===== config.mk =====
export PLATFORM = sky130hd
export DESIGN_NAME = seg7_capture_decode
export DESIGN_NICKNAME = d
export VERILOG_FILES = /design/src/rtl/seg7_capture_decode.sv
export SDC_FILE = /design/constraint.sdc
export NUM_CORES = 1
export LEC_CHECK = 0
export BUFFER_PORTS_ARGS = -buffer_cell sky130_fd_sc_hd__buf_2
export CAP_MARGIN = 20
export CORE_UTILIZATION = 50
export CTS_BUF_LIST = sky130_fd_sc_hd__clkbuf_16
export CTS_CLUSTER_SIZE = 24
export DETAILED_ROUTE_END_ITERATION = 12
export GPL_TIMING_DRIVEN = 0
export PLACE_DENSITY = 0.74
export SLEW_MARGIN = 30
export SYNTH_ARGS = -nofsm -noshare
export SYNTH_HDL_FRONTEND = slang
export SYNTH_SLANG_ARGS = --single-unit
export TNS_END_PERCENT = 100

===== constraint.sdc =====
create_clock -name clk -period 5 [get_ports clk]
set_input_delay 0.5 -clock clk [delete_from_list [all_inputs] [get_ports clk]]
set_output_delay 0.5 -clock clk [all_outputs]
set_load 0.01 [all_outputs]

===== src/rtl/seg7_capture_decode.sv =====
// Seven-segment capture: synchronizes, debounces and decodes segment lines to a hex digit.
// Optional countdown-order checker built when SEG7_CAPTURE_SEQ_CHECK_EN is defined.
module seg7_capture_decode #(
  parameter int unsigned STABLE_CYCLES = 1000,
  parameter int unsigned CNT_W         = 16
) (
  input  logic       clk,
  input  logic       rst_n,
  input  logic [7:0] seg_in,
  output logic [3:0] digit,
  output logic       digit_valid,
  output logic       blank,
  output logic       err,
  output logic [7:0] err_pattern,
  output logic       seq_err,
  output logic [7:0] seq_err_cnt
);

  localparam logic [CNT_W-1:0] CNT_SAT   = CNT_W'(STABLE_CYCLES);
  localparam logic [CNT_W-1:0] ACCEPT_AT = CNT_W'(STABLE_CYCLES - 1);

  logic [7:0]       sync1_q, sync1_d, sync2_q, sync2_d, prev_q, prev_d;
  logic [7:0]       last_pat_q, last_pat_d;
  logic [CNT_W-1:0] cnt_q, cnt_d;
  logic [3:0]       digit_q, digit_d;
  logic             digit_valid_q, digit_valid_d;
  logic             blank_q, blank_d;
  logic             err_q, err_d;
  logic [7:0]       err_pattern_q, err_pattern_d;
  logic             accept, dec_legal;
  logic [3:0]       dec_digit;

  always_comb begin
    dec_legal = 1'b1;
    dec_digit = 4'h0;
    case (sync2_q)
      8'hEE: dec_digit = 4'h0;
      8'h28: dec_digit = 4'h1;
      8'hCD: dec_digit = 4'h2;
      8'h6D: dec_digit = 4'h3;
      8'h2B: dec_digit = 4'h4;
      8'h67: dec_digit = 4'h5;
      8'hE7: dec_digit = 4'h6;
      8'h2C: dec_digit = 4'h7;
      8'hEF: dec_digit = 4'h8;
      8'h6F: dec_digit = 4'h9;
      8'hAF: dec_digit = 4'hA;
      8'hE3: dec_digit = 4'hB;
      8'hC6: dec_digit = 4'hC;
      8'hE9: dec_digit = 4'hD;
      8'hC7: dec_digit = 4'hE;
      8'h87: dec_digit = 4'hF;
      default: dec_legal = 1'b0;
    endcase
  end

  // Accept fires once per stable period: cnt passes ACCEPT_AT only once before saturating.
  assign accept = (cnt_q == ACCEPT_AT) && (sync2_q == prev_q) && (sync2_q != last_pat_q);

  always_comb begin
    sync1_d       = seg_in;
    sync2_d       = sync1_q;
    prev_d        = sync2_q;
    cnt_d         = cnt_q;
    last_pat_d    = last_pat_q;
    digit_d       = digit_q;
    digit_valid_d = 1'b0;
    blank_d       = blank_q;
    err_d         = 1'b0;
    err_pattern_d = err_pattern_q;
    if (sync2_q != prev_q) begin
      cnt_d = '0;
    end else if (cnt_q != CNT_SAT) begin
      cnt_d = cnt_q + 1'b1;
    end
    if (accept) begin
      last_pat_d = sync2_q;
      if (dec_legal) begin
        digit_d       = dec_digit;
        digit_valid_d = 1'b1;
        blank_d       = 1'b0;
      end else if (sync2_q == 8'h00) begin
        blank_d = 1'b1;
      end else begin
        err_d         = 1'b1;
        err_pattern_d = sync2_q;
      end
    end
  end

  always_ff @(posedge clk or negedge rst_n) begin
    if (!rst_n) begin
      sync1_q       <= '0;
      sync2_q       <= '0;
      prev_q        <= '0;
      last_pat_q    <= '0;
      cnt_q         <= '0;
      digit_q       <= '0;
      digit_valid_q <= 1'b0;
      blank_q       <= 1'b1;
      err_q         <= 1'b0;
      err_pattern_q <= '0;
    end else begin
      sync1_q       <= sync1_d;
      sync2_q       <= sync2_d;
      prev_q        <= prev_d;
      last_pat_q    <= last_pat_d;
      cnt_q         <= cnt_d;
      digit_q       <= digit_d;
      digit_valid_q <= digit_valid_d;
      blank_q       <= blank_d;
      err_q         <= err_d;
      err_pattern_q <= err_pattern_d;
    end
  end

  assign digit       = digit_q;
  assign digit_valid = digit_valid_q;
  assign blank       = blank_q;
  assign err         = err_q;
  assign err_pattern = err_pattern_q;

`ifdef SEG7_CAPTURE_SEQ_CHECK_EN
  logic       have_prev_q, have_prev_d;
  logic       seq_err_q, seq_err_d;
  logic [7:0] seq_err_cnt_q, seq_err_cnt_d;

  always_comb begin
    have_prev_d   = have_prev_q;
    seq_err_d     = 1'b0;
    seq_err_cnt_d = seq_err_cnt_q;
    if (accept) begin
      if (dec_legal) begin
        have_prev_d = 1'b1;
        if (have_prev_q && (dec_digit != digit_q - 4'd1)) begin
          seq_err_d = 1'b1;
          if (seq_err_cnt_q != 8'hFF) begin
            seq_err_cnt_d = seq_err_cnt_q + 8'd1;
          end
        end
      end else begin
        have_prev_d = 1'b0;
      end
    end
  end

  always_ff @(posedge clk or negedge rst_n) begin
    if (!rst_n) begin
      have_prev_q   <= 1'b0;
      seq_err_q     <= 1'b0;
      seq_err_cnt_q <= '0;
    end else begin
      have_prev_q   <= have_prev_d;
      seq_err_q     <= seq_err_d;
      seq_err_cnt_q <= seq_err_cnt_d;
    end
  end

  assign seq_err     = seq_err_q;
  assign seq_err_cnt = seq_err_cnt_q;
`else
  assign seq_err     = 1'b0;
  assign seq_err_cnt = '0;
`endif

endmodule


==> After elaboration in Yosys (flattened, before gate mapping) <==
Cells that the tools add are included.
{ "word_totals": {"regBits": 63, "in_bits": 10, "out_inout_bits": 24, "word_cells": 54} }
{ "classes": {"addsub": 1, "eq_ne": 21, "n_mux": 11, "n_bitwise": 2, "n_reduce_logical": 9} }
{ "op_table": {"columns": ["cell", "count"], "rows": [
  ["== test 8 bit (second input constant)", 10],
  ["case mux 4 bit (15 select lines)", 1],
  ["two-way mux 16 bit", 2],
  ["== test 8 x 6 -> 1 bit (second input constant)", 3],
  ["== test 8 x 7 -> 1 bit (second input constant)", 3],
  ["adder 16 x 1 -> 16 bit (second input constant)", 1],
  ["== test 16 x 10 -> 1 bit (second input constant)", 1],
  ["inequality test 16 x 10 -> 1 bit (second input constant)", 1],
  ["inequality test 8 bit", 2],
  ["OR reduction 16 bit", 1],
  ["== test 8 bit", 1],
  ["zero test 8 bit", 1],
  ["two-way mux 1 bit", 8],
  ["AND reduction 2 bit", 2],
  ["nonzero test 2 bit", 2],
  ["AND reduction 3 bit", 1],
  ["logical AND 1 bit", 2],
  ["inverter 1 bit", 2]
]} }

==> Longest topological paths before layout <==
{ "depth": {"word_depth": 5, "ltp_mapped": 9, "mapped_depth_nobuf": 7} }

==> Worst setup path after synthesis <==
Ideal clock, no wire load.
{ "synth_timing": {"kind": "register to register", "from": "register sync2_q[2], in the netlist prev_d[2]", "to": "register digit_q[1], in the netlist digit[1]", "setup_time_ns": 0.125, "arrival_time_ns": 2.101, "t_required_ns": 4.875, "path_slack_ns": 2.774, "path_stages_with_launch": 8, "path_buffers": 1, "period_less_slack_ns": 2.226, "cell_sequence": "dfrtp_1 buf_2 or3b_2 a2111oi_0 a311oi_1 nand4_2 and2b_2 mux2_2"} }
{ "synth_via": {"elab_chain_len": 4, "word_cells_on_any_way": 24, "cone_classes": "18 x eq/ne; 2 x mux; 4 x reduce/logical"} }
{ "synth_lines": {"columns": ["item", "line_no", "source"], "rows": [
  ["start, declared", "22", "logic [7:0] sync1_q, sync1_d, sync2_q, sync2_d, prev_q, prev_d;"],
  ["start signal, assigned", "105", "sync2_q <= sync2_d;"],
  ["== test 8 bit, or another cell as far along", "36", "case (sync2_q)"],
  ["OR reduction 16 bit (no line) or logical AND 1 bit (tied branches)", null, null],
  ["two-way mux 1 bit or logical AND 1 bit (tied branches)", "36, 58", null],
  ["AND reduction 2 bit (no line)", null, null],
  ["end signal, assigned", "109", "digit_q <= digit_d;"],
  ["end, declared", "25", "logic [3:0] digit_q, digit_d;"]
]} }
Several ways; a longest one is shown, not always the timed one.
A chain may end at the register's enable or synchronous reset.

==> Worst setup path in the final report <==
{ "layout_timing": {"from": "register sync2_q[5], in the netlist prev_d[5]", "to": "register err_pattern_q[5], in the netlist err_pattern[5]"} }
{ "layout_via": {"elab_chain_len": 5, "word_cells_on_any_way": 26, "cone_classes": "18 x eq/ne; 1 x mux; 2 x bitwise; 5 x reduce/logical"} }
{ "layout_lines": {"columns": ["item", "line_no", "source"], "rows": [
  ["== test 8 bit, or another cell as far along", "36", null],
  ["OR reduction 16 bit (no line)", null, null],
  ["two-way mux 1 bit", "36", null],
  ["inverter 1 bit (no line)", null, null],
  ["AND reduction 3 bit (no line)", null, null],
  ["end signal, assigned", "113", "err_pattern_q <= err_pattern_d;"],
  ["end, declared", "29", "logic [7:0] err_pattern_q, err_pattern_d;"]
]} }
Several ways; a longest one is shown, not always the timed one.

==> results.md <==
| Item | This run |
|---|---|
| Initial antenna violation count | 0 |
| Highest fanout seen on the critical path | 10 |
| Register clock-pin slew on the reported worst setup and hold paths | 0.05 ns |
| Power per standard cell area | 342 nW/um^2 |
| Via count normalized by instance count | 5.13 |
| Diode count | 0 |
| Post-synthesis instance area | 2940 um^2 |
| Grt total ovfl | 0 |
| Core region area | 5570 um^2 |
| Overall die area | 6190 um^2 |
| Class of the worst hold path | primary input to async pin |
| Worst R2R End | err_pattern[5]$_DFFE_PN0P_ |
| Starting density of the core | 52.7% |
| Leak | 1.58 nW |
| Max-slew violation total from the final report | 0 |
| Worst endpoint data arrival time | 2.79 ns |
| Number of synthesized flops with an enable pin | 0 |
| Gpl congestion | 0.851 |
| TNS Setup | 0 ns |
| Source-to-sink clock delay at the later pin of the worst-skew pair | 0.32 ns |
| TritonCTS clock tree | done |
| Critical Path Source Type | register |
| CP Cell Sequence | buf_4 -> nand3b_1 -> a2111oi_0 -> a311oi_1 -> nand4_2 -> nor3_4 -> mux2_2 |
| Startpoint-to-endpoint class of the critical path | register to register |
| Detailed-routing iteration count for the pre-antenna-repair pass | 4 |
| Combinational family with the most area after synthesis | simple AND/OR/NAND/NOR gates |
| Number of port buffers | 24 |
| Post-synthesis async set-or-reset flop share | 100% |
| Maximum Capacitance Violations | 0 |
| Final Critical Period | 2.58 ns |
| Max incr delay on CP | 0.45 ns |
| Crit. End Element | register |
| Placed Instance Area | 3180 um^2 |
| Die extent in x | 78.7 um |
| Routed len/inst | 13.6 um |
| Vias | 1974 |
| Count of standard-cell rows | 27 |
| Global-route wire length before repair | 8940 um |
| Share of synthesized area occupied by flip-flops and latches | 53.7% |
| Share of synthesized cell area in and, or, nand and nor gates | 18.5% |
| Post-cts resize count | 0 |
| Synthesis warning total | 0 |
| Synthesis-stage register bit count | 63 |
| Routed WL | 5240 um |
| Cell at the root of the clock tree | sky130_fd_sc_hd__clkbuf_16 |
| Die height | 78.7 um |
| Worst path top cell family by delay | simple AND/OR/NAND/NOR gates |
| Worst voltage drop across the vdd grid | 371 uV |
| Number of global-route vias before repair | 1923 |
| Fraction of final layout cells with drive strength greater than 1 | 27.2% |
| Avg Inst Size Synth | 11.1 um^2 |
| Final worst path period share | 51.7% |
| Hold-fix buffers at CTS | 0 |
| Compound-cell area share of the yosys netlist | 4.77% |
| Source of the worst register-to-register timing path | prev_d[5]$_DFF_PN0_ |
| Pin slew with the least headroom to its limit | 0.755 ns |
| Buffers plus inverters on the worst setup path | 1 |
| Setup repair after global routing missed its margin | no |
| Post-detail-place hpwl | 3520 um |
| CP Depth | 7 |
| Nets | 320 |
| Level count of the clock H-tree | 3 |
| Status | finished, final reports clean |
| Register-to-Register Path Depth | 7 |
| Highest clock rate | 387 MHz |
| Initial DRC count | 128 |
| Pin count of the biggest net entering global routing | 64 |
| Most common cell after layout, fill and taps aside | sky130_fd_sc_hd__dfrtp_1 |
| All-Layer GR Usage | 19.2% |
| XOR/XNOR share of the synthesized area | 9.54% |
| Total CTS buffers | 9 |
| Fillers | 456 |
| Synth cell types | 49 |
| Required arrival time at the worst endpoint | 5.20 ns |
| Fraction of the mapped netlist area in adder cells | 0.852% |
| Buffers inserted during post-CTS setup optimization | 0 |
| Number of buffers on the longest clock path | 2 |
| Clock skew | 0.00451 ns |
| Standard cell with the maximum stage delay on the critical path | sky130_fd_sc_hd__nor3_4 |
| Slew Limit Headroom | 49.7% |
| Most frequent cells in the layout | sky130_fd_sc_hd__dfrtp_1, sky130_fd_sc_hd__buf_2, sky130_fd_sc_hd__nor2_1 |
| # setup viols final | 0 |
| Gate count of the mapped netlist | 265 |
| Clock net sink count | 63 |
| Hold violation count in the final report | 0 |
| Antenna Nets Post-Route | 0 |
| Finished layout cell area | 3470 um^2 |
| Post-detailed-route DRC marker count | 0 |
| P&R area growth vs syn | 18.1% |
| Worst reg-to-reg setup slack | 2.42 ns |
| Top-level port count | 34 |
| Multiplexer share of the synthesized area | 6.47% |
| Most used flip-flop cell after synthesis | sky130_fd_sc_hd__dfrtp_1 |
[logic make-up (layout without fill, tap and decap cells)]
group	Yosys count	after routing
flip-flops	63	63
XOR/XNOR	32	32
AO/OA/AOI/OAI	20	20
multiplexers	17	17
other	1	9
AND/OR/NAND/NOR	99	99
adder cells (fa/ha/maj)	2	2
buffers and inverters	31	71
[routing by layer]
| layer | up-vias | wire length, um | track usage (%) |
|---|---|---|---|
| met5 | - | 0 | 0 |
| met4 | 0 | 73 | 8.89 |
| met3 | 7 | 253 | 4.19 |
| met2 | 57 | 2410 | 30.1 |
| met1 | 930 | 2500 | 25.3 |
| li1 | 980 | - | - |
[per-stage QoR]
stage / setup WS [ns] / instances / power, mW / utilization [%] / hold WS, ns
6_report: 2.42 / 385 / 1.19 / 62.2 / 0.246
5_1_grt: 2.27 / 385 / 1.23 / 62.2 / 0.271
4_1_cts: 2.42 / 385 / 1.20 / 62.2 / 0.277
3_5_place_dp: 2.43 / 369 / 0.596 / 57.1 / 0.335
3_3_place_gp: 2.49 / 369 / 0.594 / 57.0 / 0.331
2_1_floorplan: 2.77 / 273 / 0.574 / - / 0.204
[cell usage after synthesis (2+ instances only)]
library cell / number / area share (%)
sky130_fd_sc_hd__or3b_2: 2 / 0.60
sky130_fd_sc_hd__a31oi_1: 2 / 0.43
sky130_fd_sc_hd__inv_1: 7 / 0.89
sky130_fd_sc_hd__or4_1: 2 / 0.51
sky130_fd_sc_hd__ha_1: 2 / 0.85
sky130_fd_sc_hd__nor2_1: 28 / 3.6
sky130_fd_sc_hd__a21oi_1: 3 / 0.51
sky130_fd_sc_hd__xnor2_1: 7 / 2.1
sky130_fd_sc_hd__nor4_2: 2 / 0.85
sky130_fd_sc_hd__buf_4: 11 / 2.8
sky130_fd_sc_hd__nor4b_1: 3 / 0.89
sky130_fd_sc_hd__o211ai_1: 3 / 0.77
sky130_fd_sc_hd__buf_2: 10 / 1.7
sky130_fd_sc_hd__mux2_2: 15 / 5.7
sky130_fd_sc_hd__xor2_1: 25 / 7.5
sky130_fd_sc_hd__o21ai_0: 4 / 0.68
sky130_fd_sc_hd__dfrtp_1: 62 / 53
sky130_fd_sc_hd__nand4_1: 2 / 0.43
sky130_fd_sc_hd__nand2_1: 21 / 2.7
sky130_fd_sc_hd__nand2b_1: 4 / 0.85
sky130_fd_sc_hd__nor4_1: 5 / 1.1
sky130_fd_sc_hd__nor3_1: 8 / 1.4
sky130_fd_sc_hd__nand3b_1: 2 / 0.51
sky130_fd_sc_hd__nor2b_1: 2 / 0.43
sky130_fd_sc_hd__nand4bb_1: 2 / 0.77
sky130_fd_sc_hd__nand3_1: 8 / 1.4
[layout make-up]
type / count / area [um^2] / area share, %
Clock inverter: 7 / 63.8 / 1.84
Inverter: 7 / 26.3 / 0.757
Timing Repair Buffer: 24 / 123 / 3.53
Sequential cell: 63 / 1580 / 45.5
Buffer: 24 / 151 / 4.36
Multi-Input combinational cell: 179 / 1210 / 34.9
Clock buffer: 9 / 225 / 6.49
Tap cell: 72 / 90.1 / 2.60
[registers in the layout, indices dropped and copies added, names as in the netlist, 4 cells and up]
register     cells
last_pat_q       8
digit            4
cnt_q           16
prev_q           8
prev_d           8
err_pattern      8
sync1_q          8
[worst max path at each step]
stage / start / endpoint / slack (ns)
floorplan: prev_d[2]$_DFF_PN0_ / digit[1]$_DFFE_PN0P_ / 2.77
global placement: prev_d[5]$_DFF_PN0_ / err_pattern[3]$_DFFE_PN0P_ / 2.49
detailed placement: prev_d[6]$_DFF_PN0_ / err_pattern[5]$_DFFE_PN0P_ / 2.43
CTS: prev_d[6]$_DFF_PN0_ / err_pattern[5]$_DFFE_PN0P_ / 2.42
global route: prev_d[6]$_DFF_PN0_ / err_pattern[5]$_DFFE_PN0P_ / 2.27
finish: prev_d[5]$_DFF_PN0_ / err_pattern[5]$_DFFE_PN0P_ / 2.42
[power by group]
group          internal [mW]  total (mW)  switching [mW]
registers              0.520       0.525         0.00514
logic                 0.0226      0.0612          0.0386
clock network          0.380       0.600           0.219
No activity file was read; power rests on OpenSTA's default activity.
